$ cat src/rtl/serial_subtractor_pkg.sv
`default_nettype none
// ============================================================================
// Module   : serial_subtractor_pkg
// Purpose  : Shared state encoding and sizing helper for the serial subtractor.
// Revision : 1.0
// ============================================================================
package serial_subtractor_pkg;

    typedef enum logic [1:0] {
        IDLE = 2'd0,
        BUSY = 2'd1,
        DONE = 2'd2
    } state_e;

    // Bit-counter width; never below 1 so the counter always exists.
    function automatic int cnt_width(input int width);
        return (width > 2) ? $clog2(width) : 1;
    endfunction

endpackage
`default_nettype wire

$ cat src/rtl/serial_subtractor_if.sv
`default_nettype none
// ============================================================================
// Module   : serial_subtractor_if
// Purpose  : Start/done operand and result bundle for the serial subtractor.
// Revision : 1.0
// ============================================================================
interface serial_subtractor_if #(
    parameter int WIDTH = 32
);
    logic             start;
    logic [WIDTH-1:0] a;
    logic [WIDTH-1:0] b;
    logic             ready;
    logic             done;
    logic [WIDTH-1:0] difference;
    logic             borrow_out;
    logic             zero;

    modport master (
        output start, a, b,
        input  ready, done, difference, borrow_out, zero
    );

    modport slave (
        input  start, a, b,
        output ready, done, difference, borrow_out, zero
    );
endinterface
`default_nettype wire

$ cat src/rtl/serial_subtractor_full_sub.sv
`default_nettype none
// ============================================================================
// Module   : half_subtractor / full_subtractor
// Purpose  : One-bit subtract cell built from two half subtractors and an OR.
// Revision : 1.0
// ============================================================================
module half_subtractor (
    input  wire logic a,
    input  wire logic b,
    output logic      diff,
    output logic      borrow
);
    assign diff   = a ^ b;
    assign borrow = ~a & b;
endmodule

module full_subtractor (
    input  wire logic a,
    input  wire logic b,
    input  wire logic bin,
    output logic      diff,
    output logic      bout
);
    logic d1;
    logic b1;
    logic b2;

    half_subtractor u_hs_ab (
        .a      (a),
        .b      (b),
        .diff   (d1),
        .borrow (b1)
    );

    half_subtractor u_hs_bin (
        .a      (d1),
        .b      (bin),
        .diff   (diff),
        .borrow (b2)
    );

    assign bout = b1 | b2;
endmodule
`default_nettype wire

$ cat src/rtl/serial_subtractor.sv
`default_nettype none
// ============================================================================
// Module   : serial_subtractor
// Purpose  : Bit-serial LSB-first a - b with one borrow flop and start/done.
// Revision : 1.0
// ============================================================================
module serial_subtractor
    import serial_subtractor_pkg::*;
#(
    parameter int WIDTH = 32
) (
    input  wire logic          clk,
    input  wire logic          rst,
    serial_subtractor_if.slave bus
);

    localparam int              CW     = cnt_width(WIDTH);
    localparam logic [CW-1:0]   C_LAST = CW'(WIDTH - 1);
    localparam logic [CW-1:0]   C_ONE  = CW'(1);

    state_e           state_q,      state_d;
    logic [WIDTH-1:0] a_q,          a_d;
    logic [WIDTH-1:0] b_q,          b_d;
    logic [WIDTH-1:0] res_q,        res_d;
    logic             borrow_q,     borrow_d;
    logic [CW-1:0]    cnt_q,        cnt_d;
    logic [WIDTH-1:0] difference_q, difference_d;
    logic             borrow_out_q, borrow_out_d;
    logic             zero_q,       zero_d;

    logic             bit_diff;
    logic             bit_bout;
    logic [WIDTH-1:0] res_next;

    full_subtractor u_cell (
        .a    (a_q[0]),
        .b    (b_q[0]),
        .bin  (borrow_q),
        .diff (bit_diff),
        .bout (bit_bout)
    );

    // New bit enters at the MSB so that after WIDTH shifts bit 0 sits at the LSB.
    assign res_next = {bit_diff, res_q[WIDTH-1:1]};

    always_comb begin
        state_d      = state_q;
        a_d          = a_q;
        b_d          = b_q;
        res_d        = res_q;
        borrow_d     = borrow_q;
        cnt_d        = cnt_q;
        difference_d = difference_q;
        borrow_out_d = borrow_out_q;
        zero_d       = zero_q;

        case (state_q)
            IDLE: begin
                if (bus.start) begin
                    a_d      = bus.a;
                    b_d      = bus.b;
                    res_d    = '0;
                    borrow_d = 1'b0;
                    cnt_d    = '0;
                    state_d  = BUSY;
                end
            end
            BUSY: begin
                a_d      = {1'b0, a_q[WIDTH-1:1]};
                b_d      = {1'b0, b_q[WIDTH-1:1]};
                res_d    = res_next;
                borrow_d = bit_bout;
                cnt_d    = cnt_q + C_ONE;
                if (cnt_q == C_LAST) begin
                    difference_d = res_next;
                    borrow_out_d = bit_bout;
                    zero_d       = (res_next == '0);
                    state_d      = DONE;
                end
            end
            DONE: begin
                state_d = IDLE;
            end
            default: begin
                state_d = IDLE;
            end
        endcase
    end

    always_ff @(posedge clk or posedge rst) begin
        if (rst) begin
            state_q      <= IDLE;
            a_q          <= '0;
            b_q          <= '0;
            res_q        <= '0;
            borrow_q     <= 1'b0;
            cnt_q        <= '0;
            difference_q <= '0;
            borrow_out_q <= 1'b0;
            zero_q       <= 1'b1;
        end else begin
            state_q      <= state_d;
            a_q          <= a_d;
            b_q          <= b_d;
            res_q        <= res_d;
            borrow_q     <= borrow_d;
            cnt_q        <= cnt_d;
            difference_q <= difference_d;
            borrow_out_q <= borrow_out_d;
            zero_q       <= zero_d;
        end
    end

    assign bus.ready      = (state_q == IDLE);
    assign bus.done       = (state_q == DONE);
    assign bus.difference = difference_q;
    assign bus.borrow_out = borrow_out_q;
    assign bus.zero       = zero_q;

endmodule
`default_nettype wire
$ cat src/flat_wrapper.sv
// flat-port wrapper written by rule: the top's interface ports become plain ports
module serial_subtractor_flat import serial_subtractor_pkg::*;
#(
    parameter int WIDTH = 32
)
  (clk, rst, bus_start, bus_a, bus_b, bus_ready, bus_done, bus_difference, bus_borrow_out, bus_zero);
  serial_subtractor_if #(.WIDTH(WIDTH)) bus_i ();
  input  wire logic clk;
  input  wire logic rst;
  input wire logic [$bits(bus_i.start)-1:0] bus_start;
  input wire logic [$bits(bus_i.a)-1:0] bus_a;
  input wire logic [$bits(bus_i.b)-1:0] bus_b;
  output wire logic [$bits(bus_i.ready)-1:0] bus_ready;
  output wire logic [$bits(bus_i.done)-1:0] bus_done;
  output wire logic [$bits(bus_i.difference)-1:0] bus_difference;
  output wire logic [$bits(bus_i.borrow_out)-1:0] bus_borrow_out;
  output wire logic [$bits(bus_i.zero)-1:0] bus_zero;
  assign bus_i.start = bus_start;
  assign bus_i.a = bus_a;
  assign bus_i.b = bus_b;
  assign bus_ready = bus_i.ready;
  assign bus_done = bus_i.done;
  assign bus_difference = bus_i.difference;
  assign bus_borrow_out = bus_i.borrow_out;
  assign bus_zero = bus_i.zero;
  serial_subtractor #(.WIDTH(WIDTH)) u_core (.clk(clk), .rst(rst), .bus(bus_i));
endmodule
$ cat config.mk
export PLATFORM = sky130hd
export DESIGN_NAME = serial_subtractor_flat
export DESIGN_NICKNAME = d
export VERILOG_FILES = /design/src/rtl/serial_subtractor_pkg.sv /design/src/rtl/serial_subtractor_if.sv /design/src/rtl/serial_subtractor_full_sub.sv /design/src/rtl/serial_subtractor.sv /design/src/flat_wrapper.sv
export SDC_FILE = /design/constraint.sdc
export NUM_CORES = 1
export LEC_CHECK = 0
export BUFFER_PORTS_ARGS = -buffer_cell sky130_fd_sc_hd__buf_2
export CAP_MARGIN = 20
export CORE_AREA = 3 3 107 109
export CTS_CLUSTER_DIAMETER = 40
export DETAILED_ROUTE_END_ITERATION = 10
export DIE_AREA = 0 0 110 112
export GPL_ROUTABILITY_DRIVEN = 0
export PLACE_DENSITY = 0.92
export SLEW_MARGIN = 10
export SYNTH_ARGS = -nofsm -noshare
export SYNTH_HDL_FRONTEND = slang
export SYNTH_SLANG_ARGS = --single-unit
$ cat constraint.sdc
create_clock -name clk -period 6.8 [get_ports clk]
set_input_delay 1.02 -clock clk [delete_from_list [all_inputs] [get_ports clk]]
set_output_delay 1.02 -clock clk [all_outputs]
set_load 0.005 [all_outputs]
==> flow_summary.toml, run 1 <==
[outcome]
status = "completed"

[setup_path]
cp-start-kind = "register"
r2r_end = "u_core.cnt_q[2]$_DFFE_PP0P_"
worst-path-max-fanout = 73
rr_startpoint = "u_core.state_q[1]$_DFFE_PP0P_"
cp.required_ns = 5.78
critPathKind = "reg2out"
r2r_cells = 5
endpoint_kind = "output port"
arrival_ns = 1.83
rrSetupSlack_ns = 4.22

[sta]
rsz0062_at_grt = "no"
maxSlewViolCount = 0
hold_viol = 0
fmax_ghz = 0.3514
setup_tns_ns = 0
worst_clock_skew_ns = 0.01025
tightest_slew_ns = 1.020
fin_crit_sh_pct = 41.85
setup_viol = 0
maxSlewHeadroom_pct = 31.79
min_period_ns = 2.846

[finish]
area_delta_synth_final_pct = 16.80
diodes = 0
final_common_cell = "dfrtp_1"
nets = 699
fill_cells = 758
seq_area_um2 = 3432
fin_area_um2 = 7332
drive_above_1_share_pct = 28.19
final_cell_mix = "dfrtp_1 (134), buf_2 (102), a21oi_1 (64), o21ai_0 (57), nor2b_1 (56)"
multi_input_area_um2 = 2540

[floorplan]
rows = 38
start_util_pct = 58.68
pin_count = 103
die_w_um = 110
core_um2 = 10700
die_h_um = 112
design.die.area_um2 = 12320

[global_route]
grt_max_degree = 85
antenna_found_initial = 0
globalRouteTotalUtil_pct = 23.78
globalRouteOverflowTotal = 0
grt_pass1_vias = 4637
grt_pass1_wl_mm = 23.24

[route]
avgRoutedWirePerCell_um = 17.82
drt_iter0_drc = 396
ant_nets = 0
dr_total_vias = 4759
drc_errors = 0
wirelength_mm = 13.94
dr.pass1.iters = 6
viasPerCell = 6.086

[synthesis]
seq_area_frac_synth_pct = 54.63
synth_flop_cell = "dfrtp_1"
yosys.cell_types.count = 33
syn-instance-count = 549
ys.warnings.count = 0
syn_avg_cell_area_um2 = 11.43
ys_seq_elements = 137
synth_nets = 619
ys_async_sr_fraction_pct = 100.0
synth_edf_count = 0
synth_area_um2 = 6277

[cts]
cts_tree = "built"
cts_hold_buf = 0
htree_levels = 4
numCtsBuffers = 17
clk_latency_ns = 0.52
cts_resized = 0
cts_buffer_depth = 2
clkSinkCount = 137
clkTransAtPathRegs_ns = 0.06
cts_root_buf = "clkbuf_8"
postCtsSetupBuffers = 0

[hold_path]
hp-start = "u_core.b_q[30]$_DFFE_PP0P_"
min_to = "u_core.b_q[30]$_DFFE_PP0P_"
holdPathStages = 2
hp-class = "reg2reg"

[power]
p_per_area_nw_per_um2 = 432.5
peakVddDrop_v = 0.0001991
p_leak_nw = 3.586
totalPowerFinal_mw = 3.171

[flow_run]
drv_cap = 0

[placement]
placed_area_um2 = 6743
numPortBuffers = 102
hpwl_mm = 8.421
## cells by family after synthesis
| logic type | share of synthesized area [%] |
|---|---|
| AO/OA/AOI/OAI | 22.20 |
| adder cells (fa/ha/maj) | 0.7175 |
| buffers and inverters | 5.023 |
| flip-flops | 54.63 |
| multiplexers | 7.734 |
| AND/OR/NAND/NOR | 9.687 |
## where the power goes
part	switching (mW)	total (mW)	internal (mW)
Sequential	0.262	1.40	1.13
Clock	0.369	0.873	0.504
Combinational	0.434	0.902	0.468
Total	1.06	3.17	2.11
## flip-flops by register name (all words and copies together) (netlist names)
name,cells
u_core.borrow_q,1
u_core.bus.borrow_out,1
u_core.state_q,2
u_core.bus.zero,1
u_core.cnt_q,5
u_core.bus.difference,32
u_core.a_q,32
u_core.res_q,31
u_core.b_q,32
## layout make-up
cell class / instances / area share [%]
inverter: 6 / 0.3754
timing repair buffer: 109 / 8.123
sequential: 137 / 46.81
clock inverter: 13 / 1.775
multi-input combinational: 358 / 34.64
tap: 140 / 2.389
clock buffer: 19 / 5.887
## how the worst max path moves through the flow
stage / startpoint / to / cells past startpoint
finish: u_core.state_q[1]$_DFFE_PP0P_ / bus_done / 3
global placement: bus_start / u_core.b_q[27]$_DFFE_PP0P_ / 5
CTS: u_core.state_q[1]$_DFFE_PP0P_ / bus_done / 3
global route: u_core.state_q[1]$_DFFE_PP0P_ / bus_done / 3
detailed placement: bus_start / u_core.b_q[23]$_DFFE_PP0P_ / 6
floorplan: rst / u_core.a_q[0]$_DFFE_PP0P_ / 1
## metal layers
layer | track usage [%] | vias to the layer above | part of all wire (%)
met5 | 0 | - | 0
met4 | 6.983 | 0 | 0.93
met3 | 4.580 | 15 | 5.4
met2 | 37.46 | 154 | 51
met1 | 33.59 | 2419 | 43
li1 | - | 2171 | -
## per-stage QoR
| step | instances | hold slack [ns] | worst slack (ns) | utilization (%) |
|---|---|---|---|---|
| 3_3_place_gp | 748 | 0.4616 | 3.653 | 62.84 |
| 4_1_cts | 781 | 0.4841 | 3.956 | 68.28 |
| 2_1_floorplan | 549 | 0.4498 | 2.114 | - |
| 3_5_place_dp | 749 | 0.4700 | 3.948 | 63.03 |
| 6_report | 782 | 0.4844 | 3.954 | 68.54 |
| 5_1_grt | 782 | 0.5081 | 3.852 | 68.54 |
## synthesized netlist by cell type, types with 6 or more instances
master	number	share of area, %
a21oi_1	64	5.1
a22o_1	34	4.7
a22oi_1	54	6.5
and3b_1	8	1.1
buf_2	14	1.1
buf_4	9	1.1
buf_6	8	1.4
clkbuf_1	15	0.90
dfrtp_1	136	54
inv_1	6	0.36
mux2_2	8	1.4
mux2_4	25	6.0
nand2_1	15	0.90
nor2b_1	57	5.7
nor4_1	8	0.80
o21ai_0	57	4.5
o21ai_1	10	0.80
## worst max-delay path, cell delays in order, from the launching register on
cell     delay, ns
dfrtp_2       0.34
buf_4         0.61
nor2b_1       0.21
buf_2         0.12
Power figures use the tool's default switching activity.
==> inputs of run 2 (changes only) <==
Settings changed: ABC_AREA set to 1, CORE_AREA 3 3 107 109 to 3 3 110 112, DIE_AREA 0 0 110 112 to 0 0 113 115, PLACE_DENSITY 0.92 to 0.85.
Clock period 6.8 ns to 2.5 ns, I/O delays scaled along.
==> flow_summary.toml, run 2 <==
[finish]
final_common_cell = "nand2_1"
final_cell_mix = "nand2_1 (142), dfrtp_1 (136), buf_2 (102), inv_1 (83), o21ai_0 (37)"
fill_cells = 941
nets = 734
final_cells = 820
drive_above_1_share_pct = 22.16
area_delta_synth_final_pct = 21.64
diodes = 0

[floorplan]
pin_count = 103
design.die.area_um2 = 13000
rows = 39
die_h_um = 115
die_w_um = 113
core_um2 = 11320
start_util_pct = 49.08

[synthesis]
synth-simple-area-share_pct = 12.36
ys_async_sr_fraction_pct = 100.0
synthMuxAreaShare_pct = 0
yosys.area_share.adder_pct = 0.8106
syn-instance-count = 570
synth_compound_area_share_pct = 16.08
seq_area_frac_synth_pct = 61.72
ys_seq_elements = 137
synth_area_um2 = 5557
synth.most_common_cell = "nand2_1"
synth-xor-area-share_pct = 0.1576
ys.warnings.count = 0
synth_top_family_by_area = "compound AO/OA/AOI/OAI gates"
yosysTopAreaCellShare_pct = 61.25
netlist_top_cells_count = "nand2_1 (142), dfrtp_1 (136), inv_1 (84)"
synth_flop_cell = "dfrtp_1"
synthTopCellsByArea = "dfrtp_1 (61%), nand2_1 (9.6%), inv_1 (5.7%)"
synth_edf_count = 0
synth_nets = 640
syn_avg_cell_area_um2 = 9.748
yosysTopAreaCell = "dfrtp_1"
yosys.cell_types.count = 23

[placement]
hpwl_mm = 7.618
dpl_worst_slack_ns = 0.3560
numPortBuffers = 102
placedCellCount = 788

[sta]
hold_viol = 0
fin_crit_sh_pct = 85.49
setup_tns_ns = 0
rsz0062_at_grt = "no"
setup_viol = 0
worst_slack_ns = 0.3627
maxSlewHeadroom_pct = 53.05
min_period_ns = 2.137
whs_ns = 0.1672
tightest_slew_ns = 0.7042
maxSlewViolCount = 0
fmax_ghz = 0.4679
worst_clock_skew_ns = 0.009899

[global_route]
grt_use_met1_pct = 26.42
antenna_found_initial = 0
grt_pass1_wl_mm = 20.41
grt_max_degree = 138
grt_pass1_vias = 4359
globalRouteOverflowTotal = 0
grt_use_met2_pct = 30.65
globalRouteTotalUtil_pct = 19.54
gr-usage-met3_pct = 6.579
grt.busiest_layer = "met2"

[cts]
clkTransAtPathRegs_ns = 0.06
cts_hold_buf = 0
cts_buffer_depth = 2
clk_latency_ns = 0.42
cts_tree = "built"
htree_levels = 4
postCtsSetupBuffers = 0
cts_root_buf = "clkbuf_16"
cts_resized = 0
numCtsBuffers = 17
clkSinkCount = 137

[route]
avgRoutedWirePerCell_um = 14.31
wirelength_mm = 11.74
drt_iter0_drc = 301
viasPerCell = 5.195
dr_total_vias = 4260
ant_nets = 0
dr.pass1.iters = 5
drc_errors = 0

[setup_path]
arrival_ns = 2.46
crit_chain = "ha_1 -> nand2_1 -> nor2_1 -> ha_1 -> nand3_2 -> buf_12 -> o21ai_0"
cp-start-kind = "register"
worst-path-max-fanout = 35
cp.required_ns = 2.82
crit_path_frequent_cell = "ha_1"
endpoint_kind = "register"
slowest_delay_ns = 0.51
critPathKind = "reg2reg"
cp_num_buf_inv = 1
cpMaxStageDelayCell = "nand3_2"
crit_family = "simple AND/OR/NAND/NOR gates"

[power]
p_leak_nw = 3.216
p_per_area_nw_per_um2 = 1198
peakVddDrop_v = 0.0008149

[outcome]
status = "completed"

[flow_run]
drv_cap = 0

[hold_path]
hp-class = "in2reg"
run 2: changes by cell type in the layout (fill, tap and decap cells not counted), moves of 34 or more:
cell and change:
nand2_1 +127, inv_1 +78, a21oi_1 -63, nor2b_1 -56
a22oi_1 -54, o221ai_1 +34
run 2: cell families (layout without fill, tap and decap cells):
kind of cell,count (synthesis),in the layout
flip-flops,137,137
AO/OA/AOI/OAI,131,131
XOR/XNOR,1,1
buffers and inverters,121,228
AND/OR/NAND/NOR,177,177
adder cells (fa/ha/maj),3,3
run 2: final cells by class:
cell class	instances	area, µm²	share of cell area [%]
Clock inverter	14	148.9	2.203
Sequential cell	137	3430	50.74
Tap cell	143	178.9	2.647
Clock buffer	18	439.2	6.498
Multi-Input combinational cell	312	1644	24.32
Timing Repair Buffer	109	588.1	8.700
Inverter	87	330.3	4.887
run 2: report_power, final:
| part | switching (mW) | internal [mW] | leakage, nW |
|---|---|---|---|
| logic | 1.44 | 0.901 | 1.29 |
| registers | 0.329 | 2.99 | 1.65 |
| clock network | 0.948 | 1.49 | 0.267 |
| total | 2.72 | 5.38 | 3.22 |
run 2: layer usage:
metal	up-vias	routed length [µm]	part of all wire [%]
met2	143	5400	46
li1	2085	-	-
met5	-	0	0
met1	2021	5426	46
met3	11	835	7.1
met4	0	74	0.63
run 2: worst min-delay path: cells and delay by family:
family	cells	cell delay, ns
compound gates	1	0.05
simple gates	1	0.04
buf+inv	1	0.07
run 2: final timing paths:
check	start	end	slack [ns]	cells past startpoint
worst max register to register	u_core.cnt_q[0]$_DFFE_PP0P_	u_core.bus.difference[20]$_DFFE_PP0P_	0.36	7
worst min-delay path	bus_b[10]	u_core.b_q[10]$_DFFE_PP0P_	0.17	3
min in group asynchronous	rst	u_core.bus.difference[1]$_DFFE_PP0P_	0.18	3
worst min register to register	u_core.bus.difference[5]$_DFFE_PP0P_	u_core.bus.difference[5]$_DFFE_PP0P_	0.48	2
max in group asynchronous	rst	u_core.b_q[14]$_DFFE_PP0P_	1.82	3
worst max-delay path	u_core.cnt_q[0]$_DFFE_PP0P_	u_core.bus.difference[20]$_DFFE_PP0P_	0.36	7
run 2: through the flow:
| stage | cell area (µm²) | util [%] | total power [mW] |
|---|---|---|---|
| floorplan | 5560 | - | 5.034 |
| global placement | 6171 | 54.51 | 5.532 |
| detailed placement | 6171 | 54.51 | 5.697 |
| CTS | 6759 | 59.70 | 8.171 |
| global route | 6759 | 59.70 | 8.676 |
| finish | 6759 | 59.70 | 8.100 |
